<file path="src/rtl/mem_ctrl_pkg.sv">
// Shared encodings for the byte-serial memory controller: FSM states, owners,
// MEM length codes and the length-to-byte-count helper.
package mem_ctrl_pkg;
  localparam int unsigned ADDR_W_DEF = 32;

  localparam logic TRUE  = 1'b1;
  localparam logic FALSE = 1'b0;

  localparam logic [1:0] LEN_B = 2'd0;
  localparam logic [1:0] LEN_H = 2'd1;
  localparam logic [1:0] LEN_W = 2'd3;

  typedef enum logic { ST_IDLE = 1'b0, ST_BUSY = 1'b1 } state_e;
  typedef enum logic { OWN_IF = 1'b0, OWN_MEM = 1'b1 } owner_e;

  // Byte count for a MEM length code; the illegal code 2 falls back to a word.
  function automatic logic [2:0] len_bytes(input logic [1:0] len);
    case (len)
      LEN_B:   len_bytes = 3'd1;
      LEN_H:   len_bytes = 3'd2;
      LEN_W:   len_bytes = 3'd4;
      default: len_bytes = 3'd4;
    endcase
  endfunction
endpackage

</file>
<file path="src/rtl/mem_ctrl.sv">
// Arbitrates IF and MEM onto one byte-wide RAM port, serialising each access
// into per-byte cycles and reassembling reads little-endian.
module mem_ctrl
  import mem_ctrl_pkg::*;
#(
  parameter int unsigned       ADDR_W    = ADDR_W_DEF,
  parameter logic [ADDR_W-1:0] IDLE_ADDR = '0
) (
  input  logic              clk,
  input  logic              rst_n,
  input  logic              rdy,
  input  logic              if_req,
  input  logic [ADDR_W-1:0] if_addr,
  output logic              if_done,
  output logic [31:0]       if_inst,
  input  logic              mem_req,
  input  logic              mem_we,
  input  logic [ADDR_W-1:0] mem_addr,
  input  logic [1:0]        mem_len,
  input  logic [31:0]       mem_wdata,
  output logic              mem_done,
  output logic [31:0]       mem_rdata,
  output logic              if_stall,
  output logic              mem_stall,
  input  logic [7:0]        ram_din,
  output logic [7:0]        ram_dout,
  output logic [ADDR_W-1:0] ram_a,
  output logic              ram_wr
);
  state_e            state;
  owner_e            owner;
  logic              we;
  logic [2:0]        nbytes;
  logic [ADDR_W-1:0] base;
  logic [2:0]        cnt;
  logic [31:0]       wdata;
  logic [31:0]       rbuf;
  logic [31:0]       rd_word;
  logic              ram_wr_q;
  logic [2:0]        cnt_nxt;
  logic [1:0]        lane_prev;
  logic [1:0]        lane_nxt;

  assign cnt_nxt   = cnt + 3'd1;
  assign lane_prev = 2'(cnt - 3'd1);
  assign lane_nxt  = 2'(cnt_nxt);

  assign if_stall  = if_req & ~if_done;
  assign mem_stall = mem_req & ~mem_done;
  assign ram_wr    = ram_wr_q & rdy;

  // Final read word: buffered lanes plus the byte arriving this cycle, zero-filled.
  always_comb begin
    rd_word = rbuf;
    rd_word[{lane_prev, 3'b000} +: 8] = ram_din;
    case (nbytes)
      3'd1:    rd_word = {24'h0, rd_word[7:0]};
      3'd2:    rd_word = {16'h0, rd_word[15:0]};
      default: ;
    endcase
  end

  always_ff @(posedge clk or negedge rst_n) begin
    if (!rst_n) begin
      state     <= ST_IDLE;
      owner     <= OWN_IF;
      we        <= FALSE;
      nbytes    <= 3'd4;
      base      <= '0;
      cnt       <= '0;
      wdata     <= '0;
      rbuf      <= '0;
      if_done   <= FALSE;
      mem_done  <= FALSE;
      if_inst   <= '0;
      mem_rdata <= '0;
      ram_a     <= IDLE_ADDR;
      ram_dout  <= '0;
      ram_wr_q  <= FALSE;
    end else if (rdy) begin
      if_done  <= FALSE;
      mem_done <= FALSE;
      case (state)
        ST_IDLE: begin
          // Skip the done cycle so the served client can drop its request.
          if (!if_done && !mem_done) begin
            if (mem_req) begin
              state    <= ST_BUSY;
              owner    <= OWN_MEM;
              we       <= mem_we;
              nbytes   <= len_bytes(mem_len);
              base     <= mem_addr;
              wdata    <= mem_wdata;
              cnt      <= '0;
              ram_a    <= mem_addr;
              ram_wr_q <= mem_we;
              ram_dout <= mem_we ? mem_wdata[7:0] : 8'h00;
            end else if (if_req) begin
              state    <= ST_BUSY;
              owner    <= OWN_IF;
              we       <= FALSE;
              nbytes   <= 3'd4;
              base     <= if_addr;
              cnt      <= '0;
              ram_a    <= if_addr;
              ram_wr_q <= FALSE;
              ram_dout <= 8'h00;
            end
          end
        end
        ST_BUSY: begin
          if (owner == OWN_IF && !if_req) begin
            state    <= ST_IDLE;
            cnt      <= '0;
            ram_a    <= IDLE_ADDR;
            ram_wr_q <= FALSE;
          end else if (we) begin
            if (cnt == nbytes - 3'd1) begin
              state    <= ST_IDLE;
              cnt      <= '0;
              mem_done <= TRUE;
              ram_a    <= IDLE_ADDR;
              ram_wr_q <= FALSE;
              ram_dout <= 8'h00;
            end else begin
              cnt      <= cnt_nxt;
              ram_a    <= base + ADDR_W'(cnt_nxt);
              ram_dout <= wdata[{lane_nxt, 3'b000} +: 8];
            end
          end else begin
            if (cnt != 3'd0) rbuf[{lane_prev, 3'b000} +: 8] <= ram_din;
            if (cnt == nbytes) begin
              state <= ST_IDLE;
              cnt   <= '0;
              if (owner == OWN_IF) begin
                if_done <= TRUE;
                if_inst <= rd_word;
              end else begin
                mem_done  <= TRUE;
                mem_rdata <= rd_word;
              end
            end else begin
              cnt   <= cnt_nxt;
              ram_a <= (cnt_nxt == nbytes) ? IDLE_ADDR : base + ADDR_W'(cnt_nxt);
            end
          end
        end
        default: state <= ST_IDLE;
      endcase
    end
  end

  // Length code 2 is a protocol violation from the MEM stage.
  mem_len_legal: assert property (@(posedge clk) disable iff (!rst_n)
                                  (rdy && mem_req) |-> (mem_len != 2'd2));
endmodule

</file>
<file path="config.mk">
export PLATFORM = sky130hd
export DESIGN_NAME = mem_ctrl
export DESIGN_NICKNAME = d
export VERILOG_FILES = /design/src/rtl/mem_ctrl_pkg.sv /design/src/rtl/mem_ctrl.sv
export SDC_FILE = /design/constraint.sdc
export NUM_CORES = 1
export LEC_CHECK = 0
export BUFFER_PORTS_ARGS = -buffer_cell sky130_fd_sc_hd__clkbuf_2
export CAP_MARGIN = 5
export CORE_MARGIN = 2
export CORE_UTILIZATION = 43
export CTS_CLUSTER_SIZE = 12
export DETAILED_ROUTE_END_ITERATION = 10
export PLACE_DENSITY = 0.62
export SYNTH_ARGS = -nofsm -noshare
export SYNTH_HDL_FRONTEND = slang
export SYNTH_SLANG_ARGS = --single-unit
</file>
<file path="constraint.sdc">
create_clock -name clk -period 9 [get_ports clk]
set_input_delay 0.45 -clock clk [delete_from_list [all_inputs] [get_ports clk]]
set_output_delay 0.45 -clock clk [all_outputs]
set_load 0.05 [all_outputs]
</file>
==> out/qor.csv <==
stage,metric,value,unit
yosys,yosys.area_share.xor_xnor,0.0217,
finish,layout_common_cells,"219 x clkbuf_2, 211 x dfrtp_1, 105 x mux2_2",
setup_path,worstSetupStartpointType,flip-flop,
yosys,ys_ff_latch,212,
finish,layout_commonest_cell,clkbuf_2,
route,wl_per_cell,17.5,um
setup_path,critPathTopFamily,compound AO/OA/AOI/OAI gates,
clock_tree,cts_setup_buffers,0,
floorplan,fp.dieW,159,um
setup_path,reg2reg_slack,4.90,ns
yosys,postSynthAreaPerCell,11.1,um^2
worst_hold_path,worstHoldPathType,input port to async pin,
yosys,synth_flop_cell,dfrtp_1,
placed_design,dp_hpwl,17.6,mm
clock_tree,cts_tree,built,
finish,n_fill_cell,2139,
setup_path,crit_chain,inv_1 > ha_1 > ha_1 > a211oi_1 > or4_1 > o31a_1 > o21ai_0 > a31oi_1,
sta,tightest_slew,1.08,ns
yosys,synth_edf_count,0,
power_and_ir_drop,p_leak,6.09,nW
global_route,grt_pass1_wl,42.0,mm
clock_tree,path_clk_slew,0.06,ns
global_route,antenna_found_initial,0,
yosys,ys_warn_count,0,
setup_path,crit_path_top_delay_cell,dfrtp_1,
floorplan,rows,56,
yosys,synth_mux_area_frac,0.163,
clock_tree,cts_resized,0,
setup_path,crit_path_end_kind,flip-flop,
setup_path,cp_num_buf_inv,1,
global_route,grt_pass1_vias,7736,
global_route,grt_max_degree,97,
clock_tree,worstSkewPairLatency,0.51,ns
yosys,synthArstFlopShare,1.00,
yosys,synth_seq_area_share,0.513,
run_status,outcome,completed,
setup_path,crit_required,9.43,ns
finish,areaGrowthSynthToFinish,20.0,%
route,drc,0,
power_and_ir_drop,powerDensity,330,nW/um^2
flow_run,drv_cap,0,
placed_design,dpl.cell_count,1418,
clock_tree,htreeDepth,1,
sta,final_max_slew_viol_count,0,
route,vias,7692,
sta,slew_headroom,0.272,
setup_path,path_max_fanout,18,
setup_path,crit_arrival,4.54,ns
floorplan,fp.dieH,159,um
setup_path,critPathKind,flip-flop to flip-flop,
yosys,syn_area,10300,um^2
floorplan,num_io_pins,221,
floorplan,coreArea,23500,um^2
sta,post-route-period-util,0.456,
sta,final.min_clock_period,4.10,ns
route,drtIter0Drc,360,
placed_design,io_buffers,220,
clock_tree,cts_hold_buf,0,
yosys,syn_nets,1053,
yosys,synth_compound_area_frac,0.132,
power_and_ir_drop,power.total,4.09,mW
finish,final_layout_size_suffix_gt1_frac,0.350,
yosys,synth_top_family_by_area,multiplexers,
finish,layout.nets,1250,
setup_path,r2r-end,ram_a[25],
sta,finalSetupTns,0,ns
route,firstDrtPassIters,5,
yosys,synth_cell_types,67,
route,routed_wirelength,25.5,mm
yosys,synthCells,928,
route,viasPerCell,5.26,
sta,fmax,244,MHz
clock_tree,root_buffer,clkbuf_16,
clock_tree,cts_buffer_depth,3,
global_route,overflow,0,
sta,rsz0062_at_grt,false,
setup_path,reg2reg_depth,8,
clock_tree,cts_sinks,212,
floorplan,fp.dieArea,25300,um^2
setup_path,rr_startpoint,cnt[0],
power_and_ir_drop,vdd_drop_max,0.000176,V
yosys,synth_adder_area_share,0.0165,
sta,hold_violations,0,
sta,fin_skew,0.00845,ns
placed_design,placed_area,11700,um^2
finish,utilization,0.527,
finish,fin_area,12400,um^2
floorplan,start_util,0.439,
global_route,gr-usage-all-layers,0.201,
finish,antenna_cells,0,
placed_design,routabilityCongestion,0.811,
yosys,synthSimpleGateAreaFrac,0.120,
route,drtAntennaViolNets,0,
setup_path,cpMostUsedCell,ha_1,
clock_tree,cts_made_buffers,24,
finish,final-instance-count-excl-fill,1461,
sta,setup_violations,0,
setup_path,slowest_delay,0.92,ns
## sequential cells by signal, summed over array words and instances, names as in the netlist
register / flops
base: 32
mem_done: 1
rbuf: 32
owner: 1
state: 1
if_done: 1
wdata: 32
mem_rdata: 32
we: 1
ram_a: 32
nbytes: 3
cnt: 3
if_inst: 32
ram_dout: 8
ram_wr_q: 1
## area by class of cell
class,instances,area (um^2),share of cell area
Sequential cell,212,5310,0.428
Multi-Input combinational cell,638,4700,0.378
Timing Repair Buffer,231,1190,0.0961
Clock buffer,35,703,0.0567
Tap cell,319,399,0.0322
Inverter,18,67.6,0.00545
Clock inverter,8,42.5,0.00343
## cells in the mapped netlist (all sizes together), types with 3 or more instances
| master | n | share of area |
|---|---|---|
| ha | 12 | 0.015 |
| nor4 | 13 | 0.011 |
| mux2 | 105 | 0.11 |
| xnor2 | 8 | 0.0068 |
| nand3 | 11 | 0.0058 |
| and4 | 3 | 0.0025 |
| or4 | 3 | 0.0022 |
| a32o | 8 | 0.0077 |
| xor2 | 15 | 0.013 |
| dfrtp | 211 | 0.51 |
| a21oi | 55 | 0.027 |
| and2 | 5 | 0.0030 |
| clkbuf | 35 | 0.015 |
| a21boi | 5 | 0.0036 |
| buf | 25 | 0.013 |
| mux2i | 32 | 0.031 |
| nand4 | 8 | 0.0054 |
| mux4 | 8 | 0.017 |
| nor2 | 75 | 0.027 |
| or3 | 7 | 0.0042 |
| inv | 17 | 0.0062 |
| o22a | 5 | 0.0045 |
| o21ai | 69 | 0.033 |
| or2 | 4 | 0.0024 |
| a22o | 34 | 0.029 |
| a21o | 8 | 0.0058 |
| a31oi | 3 | 0.0018 |
| nand2 | 72 | 0.026 |
| o31a | 8 | 0.0071 |
| nor2b | 27 | 0.016 |
| nor3 | 8 | 0.0050 |
## worst max path at each step
stage                      start        end  depth (start not counted)
final                     cnt[0]  ram_a[25]                          8
after global routing      cnt[0]  ram_a[23]                          8
after CTS                 cnt[0]  ram_a[25]                          8
after detailed placement  cnt[0]  ram_a[25]                          8
after global placement    cnt[0]  ram_a[25]                          8
after floorplan           cnt[0]  ram_a[23]                         10
## per-stage QoR
step / setup WS (ns) / hold slack, ns
detailed placement: 4.88 / 0.474
CTS: 4.88 / 0.0511
floorplan: 6.02 / 0.154
global route: 4.46 / 0.0887
global placement: 4.93 / 0.468
finish: 4.90 / 0.0368
## per-layer routing
metal	up-vias	track usage	wire length (um)
li1	3718	-	-
met1	3735	0.279	11700
met2	202	0.333	12100
met3	37	0.0318	1210
met4	0	0.0459	468
met5	-	0	0
## cells by family (layout without fill, tap and decap cells)
logic type / after synthesis / in the layout
AND/OR/NAND/NOR: 247 / 247
multiplexers: 145 / 145
AO/OA/AOI/OAI: 209 / 209
adder cells (fa/ha/maj): 13 / 13
buffers and inverters: 78 / 292
XOR/XNOR: 24 / 24
flip-flops: 212 / 212
## power breakdown
part | leakage [nW] | internal [mW] | switching [mW]
clock network | 0.371 | 0.540 | 0.381
registers | 2.75 | 1.26 | 0.266
logic | 2.97 | 0.591 | 1.06
total | 6.09 | 2.39 | 1.70
Power figures use the tool's default switching activity.
